File: src/rtl/ps2_keyboard_if.sv
// PS/2 keyboard port bundle: raw PS/2 lines from the device side plus the
// decoded Hack key code outputs towards the memory block.
interface ps2_keyboard_if;
   logic       ps2_clk;
   logic       ps2_data;
   logic [7:0] keyboard;
   logic       key_event;
   logic       frame_error;

   modport master (
      output ps2_clk,
      output ps2_data,
      input  keyboard,
      input  key_event,
      input  frame_error
   );

   modport slave (
      input  ps2_clk,
      input  ps2_data,
      output keyboard,
      output key_event,
      output frame_error
   );
endinterface

File: src/rtl/ps2_keyboard.sv
// PS/2 set-2 keyboard receiver and Hack key-code decoder: frames bytes off the
// PS/2 lines, tracks E0/F0 prefixes and shift, and holds the current key code.
module ps2_keyboard #(
   parameter int unsigned TIMEOUT_CYCLES = 50000
) (
   input  logic           clk,
   input  logic           reset,
   ps2_keyboard_if.slave  kbd_if
);

   localparam int unsigned TMO_W    = $clog2(TIMEOUT_CYCLES + 1);
   localparam logic [TMO_W-1:0] TMO_LAST = TMO_W'(TIMEOUT_CYCLES - 1);

   localparam logic [7:0] SC_EXT    = 8'hE0;
   localparam logic [7:0] SC_BRK    = 8'hF0;
   localparam logic [7:0] SC_LSHIFT = 8'h12;
   localparam logic [7:0] SC_RSHIFT = 8'h59;

   typedef enum logic [1:0] {
      ST_IDLE,
      ST_DATA,
      ST_PARITY,
      ST_STOP
   } rx_state_e;

   rx_state_e        state_q;
   logic [1:0]       clk_sync_q;
   logic [1:0]       data_sync_q;
   logic             clk_prev_q;
   logic [2:0]       bit_cnt_q;
   logic [7:0]       rx_sr_q;
   logic             parity_q;
   logic [TMO_W-1:0] tmo_cnt_q;
   logic             byte_valid_q;
   logic             timeout_q;
   logic             frame_error_q;

   logic             ext_q;
   logic             brk_q;
   logic             shift_q;
   logic [8:0]       held_q;
   logic [7:0]       keyboard_q;
   logic             key_event_q;

   logic             fall_c;
   logic             bit_c;
   logic [7:0]       map_c;

   // Scan code to Hack code; 0 means unmapped.
   function automatic logic [7:0] map_key(input logic ext, input logic [7:0] sc,
                                          input logic sh);
      logic [7:0] code;
      logic       letter;
      code   = 8'd0;
      letter = 1'b0;
      if (ext) begin
         case (sc)
            8'h6B:   code = 8'd130;
            8'h75:   code = 8'd131;
            8'h74:   code = 8'd132;
            8'h72:   code = 8'd133;
            8'h6C:   code = 8'd134;
            8'h69:   code = 8'd135;
            8'h7D:   code = 8'd136;
            8'h7A:   code = 8'd137;
            8'h70:   code = 8'd138;
            8'h71:   code = 8'd139;
            default: code = 8'd0;
         endcase
      end else begin
         letter = 1'b1;
         case (sc)
            8'h1C:   code = 8'd97;
            8'h32:   code = 8'd98;
            8'h21:   code = 8'd99;
            8'h23:   code = 8'd100;
            8'h24:   code = 8'd101;
            8'h2B:   code = 8'd102;
            8'h34:   code = 8'd103;
            8'h33:   code = 8'd104;
            8'h43:   code = 8'd105;
            8'h3B:   code = 8'd106;
            8'h42:   code = 8'd107;
            8'h4B:   code = 8'd108;
            8'h3A:   code = 8'd109;
            8'h31:   code = 8'd110;
            8'h44:   code = 8'd111;
            8'h4D:   code = 8'd112;
            8'h15:   code = 8'd113;
            8'h2D:   code = 8'd114;
            8'h1B:   code = 8'd115;
            8'h2C:   code = 8'd116;
            8'h3C:   code = 8'd117;
            8'h2A:   code = 8'd118;
            8'h1D:   code = 8'd119;
            8'h22:   code = 8'd120;
            8'h35:   code = 8'd121;
            8'h1A:   code = 8'd122;
            default: letter = 1'b0;
         endcase
         if (!letter) begin
            case (sc)
               8'h45:   code = 8'd48;
               8'h16:   code = 8'd49;
               8'h1E:   code = 8'd50;
               8'h26:   code = 8'd51;
               8'h25:   code = 8'd52;
               8'h2E:   code = 8'd53;
               8'h36:   code = 8'd54;
               8'h3D:   code = 8'd55;
               8'h3E:   code = 8'd56;
               8'h46:   code = 8'd57;
               8'h29:   code = 8'd32;
               8'h5A:   code = 8'd128;
               8'h66:   code = 8'd129;
               8'h76:   code = 8'd140;
               8'h05:   code = 8'd141;
               8'h06:   code = 8'd142;
               8'h04:   code = 8'd143;
               8'h0C:   code = 8'd144;
               8'h03:   code = 8'd145;
               8'h0B:   code = 8'd146;
               8'h83:   code = 8'd147;
               8'h0A:   code = 8'd148;
               8'h01:   code = 8'd149;
               8'h09:   code = 8'd150;
               8'h78:   code = 8'd151;
               8'h07:   code = 8'd152;
               default: code = 8'd0;
            endcase
         end else if (sh) begin
            code = code - 8'd32;
         end
      end
      return code;
   endfunction

   assign fall_c = clk_prev_q & ~clk_sync_q[1];
   assign bit_c  = data_sync_q[1];
   assign map_c  = map_key(ext_q, rx_sr_q, shift_q);

   // Two-flop synchronizers plus the previous-cycle clock for edge detection.
   always_ff @(posedge clk or posedge reset) begin
      if (reset) begin
         clk_sync_q  <= 2'b11;
         data_sync_q <= 2'b11;
         clk_prev_q  <= 1'b1;
      end else begin
         clk_sync_q  <= {clk_sync_q[0], kbd_if.ps2_clk};
         data_sync_q <= {data_sync_q[0], kbd_if.ps2_data};
         clk_prev_q  <= clk_sync_q[1];
      end
   end

   // Frame receiver: start, 8 data LSB first, odd parity, stop.
   always_ff @(posedge clk or posedge reset) begin
      if (reset) begin
         state_q       <= ST_IDLE;
         bit_cnt_q     <= 3'd0;
         rx_sr_q       <= 8'd0;
         parity_q      <= 1'b0;
         tmo_cnt_q     <= '0;
         byte_valid_q  <= 1'b0;
         timeout_q     <= 1'b0;
         frame_error_q <= 1'b0;
      end else begin
         byte_valid_q  <= 1'b0;
         timeout_q     <= 1'b0;
         frame_error_q <= 1'b0;
         if (state_q != ST_IDLE && !fall_c && tmo_cnt_q == TMO_LAST) begin
            state_q   <= ST_IDLE;
            tmo_cnt_q <= '0;
            timeout_q <= 1'b1;
         end else begin
            if (fall_c || state_q == ST_IDLE) begin
               tmo_cnt_q <= '0;
            end else begin
               tmo_cnt_q <= tmo_cnt_q + TMO_W'(1);
            end
            if (fall_c) begin
               case (state_q)
                  ST_IDLE: begin
                     if (!bit_c) begin
                        state_q   <= ST_DATA;
                        bit_cnt_q <= 3'd0;
                     end else begin
                        frame_error_q <= 1'b1;
                     end
                  end
                  ST_DATA: begin
                     rx_sr_q <= {bit_c, rx_sr_q[7:1]};
                     if (bit_cnt_q == 3'd7) begin
                        state_q <= ST_PARITY;
                     end else begin
                        bit_cnt_q <= bit_cnt_q + 3'd1;
                     end
                  end
                  ST_PARITY: begin
                     parity_q <= bit_c;
                     state_q  <= ST_STOP;
                  end
                  ST_STOP: begin
                     state_q <= ST_IDLE;
                     if (bit_c && (^{rx_sr_q, parity_q})) begin
                        byte_valid_q <= 1'b1;
                     end else begin
                        frame_error_q <= 1'b1;
                     end
                  end
                  default: state_q <= ST_IDLE;
               endcase
            end
         end
      end
   end

   // Byte decoder: prefix flags, shift tracking and held key code.
   always_ff @(posedge clk or posedge reset) begin
      if (reset) begin
         ext_q       <= 1'b0;
         brk_q       <= 1'b0;
         shift_q     <= 1'b0;
         held_q      <= 9'd0;
         keyboard_q  <= 8'd0;
         key_event_q <= 1'b0;
      end else begin
         key_event_q <= 1'b0;
         if (timeout_q) begin
            ext_q <= 1'b0;
            brk_q <= 1'b0;
         end else if (byte_valid_q) begin
            if (rx_sr_q == SC_EXT) begin
               ext_q <= 1'b1;
            end else if (rx_sr_q == SC_BRK) begin
               brk_q <= 1'b1;
            end else begin
               ext_q <= 1'b0;
               brk_q <= 1'b0;
               if (!ext_q && (rx_sr_q == SC_LSHIFT || rx_sr_q == SC_RSHIFT)) begin
                  shift_q <= ~brk_q;
               end else if (brk_q) begin
                  if ({ext_q, rx_sr_q} == held_q && keyboard_q != 8'd0) begin
                     keyboard_q  <= 8'd0;
                     key_event_q <= 1'b1;
                  end
               end else if (map_c != 8'd0) begin
                  held_q <= {ext_q, rx_sr_q};
                  if (map_c != keyboard_q) begin
                     keyboard_q  <= map_c;
                     key_event_q <= 1'b1;
                  end
               end
            end
         end
      end
   end

   assign kbd_if.keyboard    = keyboard_q;
   assign kbd_if.key_event   = key_event_q;
   assign kbd_if.frame_error = frame_error_q;

endmodule

File: src/flat_wrapper.sv
// flat-port wrapper written by rule: the top's interface ports become plain ports
module ps2_keyboard_flat 
#(
   parameter int unsigned TIMEOUT_CYCLES = 50000
)
  (clk, reset, kbd_if_ps2_clk, kbd_if_ps2_data, kbd_if_keyboard, kbd_if_key_event, kbd_if_frame_error);
  ps2_keyboard_if kbd_if_i ();
  input  logic clk;
  input  logic reset;
  input wire logic [$bits(kbd_if_i.ps2_clk)-1:0] kbd_if_ps2_clk;
  input wire logic [$bits(kbd_if_i.ps2_data)-1:0] kbd_if_ps2_data;
  output wire logic [$bits(kbd_if_i.keyboard)-1:0] kbd_if_keyboard;
  output wire logic [$bits(kbd_if_i.key_event)-1:0] kbd_if_key_event;
  output wire logic [$bits(kbd_if_i.frame_error)-1:0] kbd_if_frame_error;
  assign kbd_if_i.ps2_clk = kbd_if_ps2_clk;
  assign kbd_if_i.ps2_data = kbd_if_ps2_data;
  assign kbd_if_keyboard = kbd_if_i.keyboard;
  assign kbd_if_key_event = kbd_if_i.key_event;
  assign kbd_if_frame_error = kbd_if_i.frame_error;
  ps2_keyboard #(.TIMEOUT_CYCLES(TIMEOUT_CYCLES)) u_core (.clk(clk), .reset(reset), .kbd_if(kbd_if_i));
endmodule
File: config.mk
export PLATFORM = sky130hd
export DESIGN_NAME = ps2_keyboard_flat
export DESIGN_NICKNAME = d
export VERILOG_FILES = /design/src/rtl/ps2_keyboard_if.sv /design/src/rtl/ps2_keyboard.sv /design/src/flat_wrapper.sv
export SDC_FILE = /design/constraint.sdc
export NUM_CORES = 1
export LEC_CHECK = 0
export CORE_AREA = 2 2 120 122
export CTS_CLUSTER_DIAMETER = 150
export DETAILED_ROUTE_END_ITERATION = 10
export DIE_AREA = 0 0 122 124
export PLACE_DENSITY = 0.54
export SKIP_CTS_REPAIR_TIMING = 1
export SLEW_MARGIN = 10
export SYNTH_ARGS = -nofsm -noshare
export SYNTH_HDL_FRONTEND = slang
export SYNTH_SLANG_ARGS = --single-unit
File: constraint.sdc
create_clock -name clk -period 7.9 [get_ports clk]
set_clock_uncertainty 0.2 [all_clocks]
set_input_delay 1.58 -clock clk [delete_from_list [all_inputs] [get_ports clk]]
set_output_delay 1.58 -clock clk [all_outputs]
set_load 0.005 [all_outputs]
# Word level (Yosys, flattened, before mapping)
# Cells that the tools add are included.
[totals]
regBits = 59
wordCells = 187
[classes]
n_bitwise = 8
muxes = 50
n_addsub = 3
reduce_logical = 29
eq_ne = 80
[op_table]
columns = ["cell", "count"]
rows = [
  ["one-hot mux 8 bit (26 select lines)", 1],
  ["== test 8 x 6 -> 1 bit, second input constant", 23],
  ["one-hot mux 7 bit (26 select lines)", 1],
  ["== test 8 x 7 -> 1 bit, second input constant", 22],
  ["one-hot mux 8 bit (10 select lines)", 1],
  ["== test 8 x 5 -> 1 bit, second input constant", 8],
  ["2-to-1 mux 8 bit", 8],
  ["== test 8 x 3 -> 1 bit, second input constant", 4],
  ["== test 8 x 4 -> 1 bit, second input constant", 4],
  ["2-to-1 mux 16 bit", 2],
  ["2-to-1 mux 1 bit", 28],
  ["OR reduction 26 bit", 1],
  ["== test 8 bit, second input constant", 3],
  ["adder 16 x 1 -> 16 bit, second input constant", 1],
  ["== test 16 bit, second input constant", 1],
  ["nonzero test 8 bit", 2],
  ["nonzero test 2 bit", 6],
  ["AND reduction 5 bit", 2],
  ["== test 9 bit", 1],
  ["AND reduction 3 bit", 3],
  ["parity 9 bit", 1],
  ["== test 8 x 1 -> 1 bit, second input constant", 1],
  ["== test 8 x 2 -> 1 bit, second input constant", 1],
  ["2-to-1 mux 2 bit", 4],
  ["23 further kinds", 41],
]

# Depth between registers and ports, before layout
[depth]
ltp_word = 16
ltp_mapped = 12
mapped_depth_nobuf = 8

# Least setup slack after synthesis
# Ideal clock, no wire load.
[synth_timing]
path_kind = "register to register"
startpoint = "register u_core.rx_sr_q[1]"
endpoint = "register u_core.keyboard_q[0] (netlist: u_core.kbd_if.keyboard[0])"
required_time_ns = 7.575
setup_time_ns = 0.125
arrival_time_ns = 2.906
path_slack_ns = 4.669
stages_incl_launch_ff = 11
path_cell_list = "dfrtp_1 buf_6 buf_2 nor4b_1 a222oi_1 nand3_1 o32a_1 xnor2_1 nand3_1 o41ai_4 mux2_4"
[synth_via]
elab_chain_len = 10
word_cells_on_any_way = 93
classes_between = "add/sub (1); eq/ne (69); mux (12); bitwise (3); reduce/logical (8)"
[synth_rtl]
columns = ["item", "line_no", "text"]
rows = [
  ["start: declaration", "ps2_keyboard.sv:31", "logic [7:0] rx_sr_q;"],
  ["start signal: assignment", "ps2_keyboard.sv:191", "rx_sr_q <= {bit_c, rx_sr_q[7:1]};"],
  ["== test 8 x 5 -> 1 bit, or another cell as far along", "ps2_keyboard.sv:72", "case (sc)"],
  ["one-hot mux 7 bit (26 select lines)", "ps2_keyboard.sv:72", ""],
  ["2-to-1 mux 8 bit", "ps2_keyboard.sv:56", "if (ext) begin"],
  ["subtractor 8 x 6 -> 8 bit", "ps2_keyboard.sv:132", "code = code - 8'd32;"],
  ["2-to-1 mux 8 bit", "ps2_keyboard.sv:131", "end else if (sh) begin"],
  ["2-to-1 mux 8 bit", "ps2_keyboard.sv:101", "if (!letter) begin"],
  ["2-to-1 mux 8 bit", "ps2_keyboard.sv:56", ""],
  ["!= test 8 bit, or another cell as far along", "ps2_keyboard.sv:248", "if (map_c != keyboard_q) begin"],
  ["nonzero test 2 bit (no source line) / 2-to-1 mux 8 bit (equally long branches)", "-", ""],
  ["AND reduction 8 bit (no source line) / 2-to-1 mux 8 bit (equally long branches)", "-", ""],
  ["end signal: assignment", "ps2_keyboard.sv:249", "keyboard_q <= map_c;"],
  ["end: declaration", "ps2_keyboard.sv:42", "logic [7:0] keyboard_q;"],
]
# Several ways; a longest one is shown, not always the timed one. The select of a mux whose other input is x is not followed.
# A chain may end at the register's enable or synchronous reset.

# Worst setup path after layout
[layout_timing]
startpoint = "register u_core.rx_sr_q[5]"
endpoint = "register u_core.keyboard_q[1] (netlist: u_core.kbd_if.keyboard[1])"
# The elaborated chain is that of the path after synthesis.

==> qor.csv <==
stage,metric,value,unit
status,status,finished clean,
placed_design,hpwlAfterDp,7.36,mm
logic_synthesis,synthMuxAreaShare,6.95,%
floorplanning,initial_core_util,31.9,%
logic_synthesis,synth_top_family_by_area,simple AND/OR/NAND/NOR gates,
drt,wl,11.0,mm
global_routing,grt_max_degree,60,
floorplanning,fp.dieW,122,µm
clock_tree,cts_sinks,59,
worst_hold_path,timing.hold.worst.class,reg2reg,
power_and_ir_drop,fin_total_pwr,1.39,mW
logic_synthesis,synth_area,4370,µm²
drt,routed-via-count,3614,
finish,mostFrequentLayoutCells,"dfrtp_1 (54), nand2_1 (38), nor2_1 (38)",
setup_path,cp_max_fo,36,
timing,finalSetupViolations,0,
clock_tree,cts_root_buffer,clkbuf_16,
power_and_ir_drop,p_per_area,288,nW/µm²
timing,finalSetupTns,0,ns
logic_synthesis,synth_xor_area_share,8.01,%
finish,antennaDiodeCount,0,
clock_tree,path_clk_slew,0.05,ns
drt,firstDrtPassIters,5,
setup_path,cp.required,7.91,ns
clock_tree,clk_latency,0.32,ns
finish,final_util,35.1,%
timing,tightest_slew,1.18,ns
floorplanning,io_pins,14,
global_routing,met3_usage,3.57,%
timing,min_period,4.42,ns
placed_design,placed_cells,634,
logic_synthesis,synthCells,472,
global_routing,grt_use_total,15.1,%
logic_synthesis,synth_compound_area_share,16.6,%
global_routing,grt.busiest_layer,met2,
timing,hold_viol_final,0,
floorplanning,die-area,15100,µm²
logic_synthesis,synth-simple-area-share,24.6,%
drt,drc_errors,0,
global_routing,overflow,0,
timing,slew_headroom,21.1,%
global_routing,grt_pass1_wl,18.1,mm
clock_tree,htreeDepth,3,
clock_tree,cts_inserted_buffers,9,
placed_design,gp_congestion,0.918,
finish,layout-drive-gt1-share,13.6,%
global_routing,grt_pass1_vias,3487,
timing,grt_setup_unrepaired,false,
setup_path,cp-end-kind,register,
drt,ant_nets,0,
timing,final-max-slew-violation-count,0,
logic_synthesis,syn_nets,483,
floorplanning,die_h,124,µm
logic_synthesis,ys_ff_latch,59,
logic_synthesis,ys_seq_area_share,33.9,%
logic_synthesis,synth_fa_ha_area_share,2.23,%
logic_synthesis,ys.flop_type,dfrtp_1,
drt,drt_iter0_drc,328,
finish,nets,476,
floorplanning,coreArea,13700,µm²
clock_tree,clock_path_buffers,2,
global_routing,antenna_found_initial,0,
finish,final_cells,650,
power_and_ir_drop,ir_drop,150,µV
finish,syn_to_final_growth,10.2,%
floorplanning,num_rows,43,
placed_design,dpl-instance-area,4520,µm²
job,maxCapViolCount,0,
finish,fill_cells,1415,
clock_tree,cts_tree,yes,
placed_design,portBuffers,13,
finish,final_area,4820,µm²
logic_synthesis,synth_edf_count,0,
finish,final_common_cell,dfrtp_1,
global_routing,use_met2,23.6,%
timing,finalCritPeriodShare,56.0,%
timing,fmax,0.226,GHz
drt,vias_per_cell,5.56,
setup_path,cp.arrival,4.43,ns
logic_synthesis,netlist-cell-type-count,76,
global_routing,grt_use_met1,20.2,%
setup_path,critPathKind,reg2reg,
logic_synthesis,avgSynthCellArea,9.27,µm²
power_and_ir_drop,p_leak,1.95,nW
logic_synthesis,synthArstFlopShare,100,%
setup_path,start_kind,register,
drt,wl_per_cell,16.9,µm
logic_synthesis,yosysWarningCount,0,
final timing paths:
check                           depth (start not counted)  slack [ns]                   endpoint                   from
worst min register to register                          0        0.15      u_core.data_sync_q[1]  u_core.data_sync_q[0]
worst max-delay path                                    8        3.48  u_core.kbd_if.keyboard[1]      u_core.rx_sr_q[5]
min in group asynchronous                               3        1.58       u_core.tmo_cnt_q[11]                  reset
worst min-delay path                                    0        0.15      u_core.data_sync_q[1]  u_core.data_sync_q[0]
worst max register to register                          8        3.48  u_core.kbd_if.keyboard[1]      u_core.rx_sr_q[5]
max in group asynchronous                               3        5.43  u_core.kbd_if.frame_error                  reset
state kept, by name, indices dropped and copies added (netlist names), 2 cells and up:
register	cells
u_core.bit_cnt_q	3
u_core.clk_sync_q	2
u_core.data_sync_q	2
u_core.held_q	9
u_core.kbd_if.keyboard	8
u_core.rx_sr_q	8
u_core.state_q	2
u_core.tmo_cnt_q	16
critical path, stage by stage (launching register included):
cell and delay [ns]:
dfrtp_1 1.12, nor4b_1 0.30, a222oi_1 0.51, nand3_1 0.25, o32a_1 0.44, xnor2_1 0.16
nand3_1 0.17, o41ai_4 0.79, mux2_4 0.35
per-layer routing:
layer  vias up  part of all wire [%]
met2       104                    46
met4         0                   2.7
met3        26                   4.5
met1      1771                    46
li1       1713                     -
met5         -                     0
report_power, final:
group / internal [mW] / switching [mW] / leakage, nW
Combinational: 0.222 / 0.374 / 1.02
Clock: 0.253 / 0.135 / 0.138
Sequential: 0.338 / 0.0667 / 0.794
synth_stat cells (3+ instances only):
library cell,count,area (µm²)
nor4b_1,5,43.8
dfrtp_1,54,1350
and3b_1,4,35.0
buf_4,7,52.6
nor2b_1,11,68.8
a31oi_1,3,18.8
mux2i_1,6,60.1
nand4_1,8,50.1
mux2_2,15,169
buf_2,12,60.1
dfstp_2,5,131
clkbuf_1,7,26.3
a21oi_1,13,65.1
ha_1,7,87.6
xor2_1,16,140
o21ai_0,14,70.1
nand3_1,24,120
nor4bb_1,8,80.1
inv_1,15,56.3
buf_6,11,124
o31ai_1,6,45.0
a311o_1,3,30.0
nand2b_1,6,37.5
nor3_1,9,45.0
a211oi_1,3,22.5
nor3b_1,7,52.6
xnor2_1,24,210
nand2_1,38,143
o2111ai_1,5,43.8
o41ai_2,3,48.8
and4b_1,3,30.0
nor4_1,7,43.8
mux2_4,5,75.1
and2_1,5,31.3
and3_1,7,43.8
nor2_1,38,143
o211ai_1,11,82.6
cell type report:
cell class	count	area, µm²	area share (%)
clock buffers	11	243	5.04
repair buffers	20	183	3.79
flip-flops and latches	59	1480	30.8
clock inverters	5	61.3	1.27
multi-input cells	357	2550	53.0
well taps	180	225	4.67
inverters	18	70.1	1.45
metrics by stage:
stage / setup WS [ns] / hold WS [ns]
final: 3.48 / 0.154
after CTS: 3.57 / 0.155
after global placement: 3.70 / 0.147
after detailed placement: 3.57 / 0.148
after floorplan: 4.67 / 0.145
after global routing: 3.23 / 0.161
cell families (layout without fill, tap and decap cells):
| kind of cell | Yosys count | in the layout |
|---|---|---|
| multiplexers | 26 | 26 |
| flip-flops | 59 | 59 |
| AND/OR/NAND/NOR | 192 | 192 |
| buffers and inverters | 56 | 54 |
| adder cells (fa/ha/maj) | 8 | 8 |
| XOR/XNOR | 40 | 40 |
| AO/OA/AOI/OAI | 91 | 91 |
Power figures use the tool's default switching activity.
